File: src/rtl/apb_mem_slave.sv
// APB completer memory with fixed wait states, a read-only upper region
// and an error response for addresses beyond the storage depth.
module apb_mem_slave #(
  parameter int ADDR_WIDTH  = 8,
  parameter int DATA_WIDTH  = 32,
  parameter int DEPTH       = 64,
  parameter int RO_BASE     = 48,
  parameter int WAIT_CYCLES = 2
) (
  input  logic                  pclk,
  input  logic                  preset,
  input  logic                  pselx,
  input  logic                  penable,
  input  logic                  pwrite,
  input  logic [ADDR_WIDTH-1:0] paddr,
  input  logic [DATA_WIDTH-1:0] pwdata,
  output logic                  pready,
  output logic [DATA_WIDTH-1:0] prdata,
  output logic                  pslverr
);

  // A zero-wait build still needs a one-bit counter so the vector is legal.
  localparam int WCNT_W = (WAIT_CYCLES > 0) ? $clog2(WAIT_CYCLES + 1) : 1;
  localparam int IDX_W  = (DEPTH > 1) ? $clog2(DEPTH) : 1;

  localparam logic [WCNT_W-1:0]   WCNT_LOAD = WCNT_W'(WAIT_CYCLES);
  localparam logic [ADDR_WIDTH:0] DEPTH_LIM = (ADDR_WIDTH + 1)'(DEPTH);
  localparam logic [ADDR_WIDTH:0] RO_LIM    = (ADDR_WIDTH + 1)'(RO_BASE);

  typedef enum logic {IDLE, ACCESS} state_t;

  state_t                r_state;
  state_t                w_nextState;
  logic [WCNT_W-1:0]     r_wcnt;
  logic [ADDR_WIDTH-1:0] r_addrL;
  logic                  r_writeL;
  logic [DATA_WIDTH-1:0] r_wdataL;
  logic [DATA_WIDTH-1:0] r_mem [DEPTH];

  logic                  w_setup;
  logic                  w_pready;
  logic                  w_err;
  logic                  w_complete;
  logic                  w_commit;
  logic [IDX_W-1:0]      w_idx;

  // Everything here is decoded from registers except the phase qualifiers.
  assign w_setup    = (r_state == IDLE) && pselx && !penable;
  assign w_pready   = (r_state == ACCESS) && (r_wcnt == '0);
  assign w_err      = ({1'b0, r_addrL} >= DEPTH_LIM) ||
                      (r_writeL && ({1'b0, r_addrL} >= RO_LIM));
  assign w_complete = w_pready && pselx && penable;
  assign w_commit   = w_complete && r_writeL && !w_err;
  assign w_idx      = r_addrL[IDX_W-1:0];

  // State register.
  always_ff @(posedge pclk or posedge preset) begin
    if (preset) r_state <= IDLE;
    else        r_state <= w_nextState;
  end

  // Next state: setup enters ACCESS; completion or a dropped select leaves it.
  always_comb begin
    w_nextState = r_state;
    case (r_state)
      IDLE:    if (w_setup) w_nextState = ACCESS;
      ACCESS:  if (!pselx || w_complete) w_nextState = IDLE;
      default: w_nextState = IDLE;
    endcase
  end

  // Capture the transfer at the setup edge and count down the wait states.
  always_ff @(posedge pclk or posedge preset) begin
    if (preset) begin
      r_wcnt   <= '0;
      r_addrL  <= '0;
      r_writeL <= 1'b0;
      r_wdataL <= '0;
    end else if (w_setup) begin
      r_wcnt   <= WCNT_LOAD;
      r_addrL  <= paddr;
      r_writeL <= pwrite;
      r_wdataL <= pwdata;
    end else if ((r_state == ACCESS) && pselx && penable && (r_wcnt != '0)) begin
      r_wcnt   <= r_wcnt - 1'b1;
    end
  end

  // Storage: cleared on reset, written only by a completing legal write.
  always_ff @(posedge pclk or posedge preset) begin
    if (preset) begin
      for (int i = 0; i < DEPTH; i++) r_mem[i] <= '0;
    end else if (w_commit) begin
      r_mem[w_idx] <= r_wdataL;
    end
  end

  // Outputs: response only in the ready cycle, read data masked otherwise.
  always_comb begin
    pready  = w_pready;
    pslverr = w_pready && w_err;
    prdata  = '0;
    if (w_pready && !r_writeL && !w_err) prdata = r_mem[w_idx];
  end

endmodule

File: config.mk
export PLATFORM = sky130hd
export DESIGN_NAME = apb_mem_slave
export DESIGN_NICKNAME = d
export VERILOG_FILES = /design/src/rtl/apb_mem_slave.sv
export SDC_FILE = /design/constraint.sdc
export NUM_CORES = 2
export LEC_CHECK = 0
export CORE_MARGIN = 5
export CORE_UTILIZATION = 45
export DETAILED_ROUTE_END_ITERATION = 8
export PLACE_DENSITY = 0.59
export RECOVER_POWER = 50
export SETUP_SLACK_MARGIN = 0.5
export SYNTH_ARGS = -nofsm -noshare
export SYNTH_HDL_FRONTEND = slang
export SYNTH_SLANG_ARGS = --single-unit
File: constraint.sdc
create_clock -name pclk -period 74.3 [get_ports pclk]
set_input_delay 14.86 -clock pclk [delete_from_list [all_inputs] [get_ports pclk]]
set_output_delay 14.86 -clock pclk [all_outputs]
set_load 0.01 [all_outputs]
Yosys cells after proc, flatten, opt, wreduce, memory -nomap -nowiden:

Index checks and enable logic that the tools add are counted.

* register bits after elaboration: 2092
* latch bits: 0
* RAM bits: 0
* ROM bits: 0
* bits of input ports: 45
* output and inout port bits: 34
* memories kept: 0

* add/sub/neg operators: 1
* $mul: 0
* div/mod/pow operators: 0
* order comparisons: 4
* eq/ne operators: 0
* shift-type cells: 0
* multiplexer cells: 12
* bitwise operators: 2
* reduce and logical (&&, ||, !) cells: 24

Operator list (count)
* $bwmux W2048: 1
* $bmux W32 S6: 1
* $demux W32 S6: 1
* $mux W32: 4
* $logic_and A1 B1 Y1: 15
* $ge A8 B6 Y1 const B: 1
* $ge A8 B7 Y1 const B: 1
* $ge A7 B7 Y1 const B: 1
* $lt A7 B1 Y1 const B: 1
* $not A6 Y7: 1
* $logic_not A1 Y1: 4
* $mux W2: 2
* $reduce_bool A2 Y1: 2
* $logic_not A2 Y1: 1
* $logic_or A1 B1 Y1: 2
* $mux W1: 2
* $pmux W1 S2: 1
* $sub A2 B1 Y2 const B: 1
* $not A1 Y1: 1

Longest topological paths before layout:

* depth after elaboration: 7
* gate-level depth with buffers: 11
* gate-level depth less buffers: 8

Worst setup path before layout:

No wires, ideal clock.

* kind: register -> output
* from: register r_addrL[1]
* to: output port prdata[2]
* arrival time: 2424 ps
* required time: 59440 ps
* path slack: 57016 ps
* stages on the path, launching flop included: 11
* buffers on the path: 5
* path through: dfrtp_1 -> buf_2 -> buf_4 -> buf_2 -> nand2_1 -> clkbuf_1 -> clkbuf_1 -> o221ai_1 -> a22oi_1 -> o22ai_1 -> nor4_1

* cells in the longest elaborated chain, start to end: 6

RTL lines
* start: declaration: line 35 `logic [ADDR_WIDTH-1:0] r_addrL;`
* start signal: assignment: line 81 `r_addrL <= paddr;`
* branches (longest 5 deep; another with $bmux W32 S6)
* $mux W32 (*): line 103 `if (w_pready && !r_writeL && !w_err) prdata = r_mem[w_idx];`
* end: declaration: line 18 `output logic [DATA_WIDTH-1:0] prdata,`

Mark *: on every way between the ends. The select of a mux whose other input is x is not followed.

==> results.rst <==
.. list-table::
   :header-rows: 1

   * - Metric
     - Value
   * - Share of post-route cells with drive strength above 1
     - 39.55%
   * - Pin count of the biggest net entering global routing
     - 180
   * - Number of nets still failing antenna checks after routing
     - 0
   * - Tmin final
     - 33.01 ns
   * - Most frequent cells in the layout
     - 2082 x sky130_fd_sc_hd__dfrtp_1, 1677 x sky130_fd_sc_hd__mux2_2, 307 x sky130_fd_sc_hd__o22ai_1, 216 x sky130_fd_sc_hd__clkbuf_16, 186 x sky130_fd_sc_hd__mux4_2
   * - Main flop type after synthesis
     - sky130_fd_sc_hd__dfrtp_1
   * - Critical Path End Type
     - asynchronous set/reset pin
   * - Cell depth of the worst hold path
     - 0
   * - Arrival time worst endpoint
     - 33.84 ns
   * - Clk_lat worst skew
     - 0.87 ns
   * - Final setup vio count
     - 0
   * - Cells on worst reg2reg path
     - 7
   * - Number of H-tree branching levels
     - 4
   * - Final routed wirelength across all metal layers
     - between 200 and 300 mm
   * - Async SR Flop Fraction
     - 100.0%
   * - Commonest non-fill, non-tap cell in the layout
     - sky130_fd_sc_hd__dfrtp_1
   * - Area enclosed by the die boundary
     - about 0.21 mm²
   * - DRC marker count from the first detailed-route iteration
     - 5191
   * - Total half-perimeter wirelength after legalization and detailed placement
     - 171.0 mm
   * - Number of buffers inserted during clock tree synthesis
     - roughly 210
   * - IR drop worst, VDD
     - 23.29 µV
   * - Global placement routability congestion
     - 0.8265
   * - Top cells by area, synth
     - sky130_fd_sc_hd__dfrtp_1 58%, sky130_fd_sc_hd__mux2_2 21%, sky130_fd_sc_hd__mux4_2 4.7%
   * - YS warnings
     - 0
   * - Clock sink total
     - 2092
   * - Worst Tran Pin Value
     - 9.917 ns
   * - Global route overflow
     - 0
   * - GRT Overall Usage
     - 28.10%
   * - Die W
     - 457.3 µm
   * - Max-Slew Margin vs Limit
     - -561.1%
   * - Capture point of the worst reg-to-reg path
     - r_mem[602]$_DFFE_PP0P_
   * - Startpoint of the lowest-slack hold path
     - r_mem[363]$_DFFE_PP0P_
   * - Register bit total from synthesis
     - 2092
   * - Fillers
     - 17100
   * - Post-Synthesis Mean Instance Area
     - between 10 and 15 µm²
   * - Setup skew after layout
     - 0.04330 ns
   * - Highest attainable clock frequency
     - around 30 MHz
   * - Violations in the final reports
     - max-capacitance violations, max-slew violations
   * - Reg area
     - 0.05237 mm²
   * - I/O pins
     - 79
   * - CP startpoint kind
     - primary input
   * - Root cell of the clock tree
     - sky130_fd_sc_hd__clkbuf_16
   * - Post-detailed-route wirelength per cell
     - ~34 µm
   * - Buffers on Ports
     - 78
   * - Number of core rows
     - 164
   * - Setup_tns
     - 0 ns
   * - Area share of the largest cell type after synthesis
     - 58.15%
   * - Clock tree from TritonCTS
     - built
   * - Number of enable flip-flop cells after synthesis
     - 0
   * - Max Root-Sink Buffers
     - 3
   * - Crit Path Max Fanout
     - 173
   * - Worst Hold Endpoint
     - r_mem[363]$_DFFE_PP0P_
   * - Post-synth design cell area
     - around 0.09 mm²
   * - Cells after Synth
     - between 6000 and 7000
   * - Total instance count after detailed placement
     - 8408
   * - Antenna violations before repair
     - 21
   * - RR Startpoint
     - r_addrL[0]$_DFFE_PP0P_
   * - First-pass GRT wire length
     - 428.1 mm
   * - Max Transition Viols Final
     - between 1500 and 2000
   * - Status
     - complete, but fails checks
   * - Clock edge transition at the registers on the reported setup and hold paths
     - 0.06 ns
   * - Post CTS Setup Buffer Count
     - 0
   * - Footprint of the multi-input gates
     - 0.03329 mm²
   * - Setup slack, reg-to-reg
     - about 67 ns
   * - Vias per cell
     - 6.250
   * - RSZ-0062 raised after global routing
     - no
   * - Number of buffers inserted by hold repair at cts
     - 0
   * - Number of cells upsized or downsized after cts
     - 0
   * - Post-synthesis sequential area ratio
     - 58.15%
   * - Number of distinct standard cells referenced by the synthesized netlist
     - 61
   * - WP data required
     - 75.13 ns
   * - WS Path Type
     - primary input to asynchronous set/reset pin
   * - Leakage
     - between 0.04 and 0.05 µW
   * - Count of vias placed by the detailed router
     - around 55000
   * - Number of max-capacitance violations reported
     - 55
   * - Dominant cell type by area after synthesis
     - sky130_fd_sc_hd__dfrtp_1
   * - Fin cells
     - 8809
   * - Placeable core area
     - 0.1995 mm²
   * - Total power density per cell area
     - 27.32 mW/mm²
   * - Number of nets in the finished design
     - ~6000
   * - Number of global-route vias before repair
     - 56710
   * - Final-layout worst hold slack
     - approximately 0.37 ns
   * - Type of the most critical hold path
     - register to register
   * - Overall die height
     - 457.3 µm
   * - Final count of hold timing violations
     - 0
   * - Area growth from synthesis to layout
     - 9.479%
   * - Net Count, Synth
     - 6634
   * - Initial standard-cell utilization of the core
     - a little under half
   * - Portion of the clock cycle consumed by the worst path in the final layout
     - 44.43%
   * - Number of detailed-route iterations in the first pass
     - 7
   * - # DRC
     - 0
## registers in the layout, indices dropped and copies added, names as in the netlist
register,flops
r_addrL,8
r_writeL,1
r_wdataL,32
r_state,1
r_wcnt,2
r_mem,2048
## how the worst max path moves through the flow
stage | from | slack, ns | cells past startpoint | endpoint
finish | preset | 41.29 | 8 | r_wdataL[14]$_DFFE_PP0P_
global route | preset | 37.87 | 8 | r_wdataL[14]$_DFFE_PP0P_
CTS | r_addrL[0]$_DFFE_PP0P_ | 52.76 | 11 | prdata[2]
detailed placement | preset | 53.28 | 8 | r_wdataL[14]$_DFFE_PP0P_
global placement | preset | 53.38 | 8 | r_wdataL[11]$_DFFE_PP0P_
floorplan | preset | 30.39 | 1 | r_addrL[0]$_DFFE_PP0P_
## report_power, final
| group | internal [µW] | switching (µW) | leakage [µW] |
|---|---|---|---|
| Combinational | 108 | 295 | 0.0145 |
| Clock | 649 | 468 | 0.00363 |
| Sequential | 1150 | 24.3 | 0.0291 |
| Total | 1910 | 787 | 0.0473 |
## cell families (layout without fill, tap and decap cells)
logic type,Yosys count,count (layout),synth area share [%]
adders and majority gates,1,1,0.01390
DFF,2092,2092,58.15
AOI/OAI and AO/OA,919,919,6.764
and+or+nand+nor,412,412,2.117
muxes,2064,2064,27.96
other,0,9,0
buffers and inverters,1100,656,4.996
## layer usage
metal | global-route usage, % | up-vias | part of all wire [%]
li1 | - | 22270 | -
met1 | 39.08 | 29860 | 42
met2 | 43.92 | 2294 | 46
met3 | 5.354 | 619 | 7.2
met4 | 10.85 | 12 | 4.3
met5 | 0 | - | 0.029
## through the flow
| stage | cell area (µm²) | worst slack (ns) | total power [µW] | util [%] |
|---|---|---|---|---|
| 3_3_place_gp | 91650 | 53.38 | 1592 | 45.95 |
| 3_5_place_dp | 91650 | 53.28 | 1592 | 45.95 |
| 4_1_cts | 99010 | 52.76 | 2707 | 49.64 |
| 6_report | 98570 | 41.29 | 2693 | 49.42 |
| 5_1_grt | 98550 | 37.87 | 2774 | 49.41 |
| 2_1_floorplan | 90040 | 30.39 | 1422 | - |
## synth_stat cells (all sizes together) (5+ instances only)
| master | count |
|---|---|
| a22o | 8 |
| nand2 | 127 |
| a211oi | 38 |
| buf | 319 |
| or4 | 8 |
| a2bb2oi | 14 |
| a221oi | 9 |
| nor2 | 143 |
| and3 | 15 |
| o211ai | 5 |
| mux2 | 1749 |
| mux2i | 129 |
| a22oi | 37 |
| nand3 | 18 |
| nor4 | 28 |
| o31ai | 6 |
| o22ai | 307 |
| nand2b | 6 |
| a31oi | 7 |
| o21ai | 155 |
| nor3 | 23 |
| nor2b | 13 |
| o32ai | 5 |
| a21oi | 132 |
| o221ai | 121 |
| o22a | 44 |
| or3 | 5 |
| inv | 9 |
| clkbuf | 772 |
| mux4 | 186 |
| dfrtp | 2092 |
| or2 | 5 |
## critical path, stage by stage
cell and delay (ns):
sky130_fd_sc_hd__dlygate4sd3_1 0.55, sky130_fd_sc_hd__clkinvlp_2 0.85, sky130_fd_sc_hd__clkbuf_1 6.86, sky130_fd_sc_hd__clkbuf_1 6.52
sky130_fd_sc_hd__buf_4 1.31, sky130_fd_sc_hd__buf_4 0.70, sky130_fd_sc_hd__buf_4 0.81, sky130_fd_sc_hd__buf_4 0.82
## final cells by class
| cell class | count | share of cell area [%] |
|---|---|---|
| antenna | 9 | 0.02285 |
| clock buffer | 310 | 6.441 |
| clock inverter | 82 | 1.028 |
| inverter | 9 | 0.04316 |
| multi-input combinational | 3396 | 33.77 |
| sequential | 2092 | 53.13 |
| tap | 2656 | 3.372 |
| timing repair buffer | 255 | 2.188 |
Note: power is estimated with default switching activity, not from simulation.
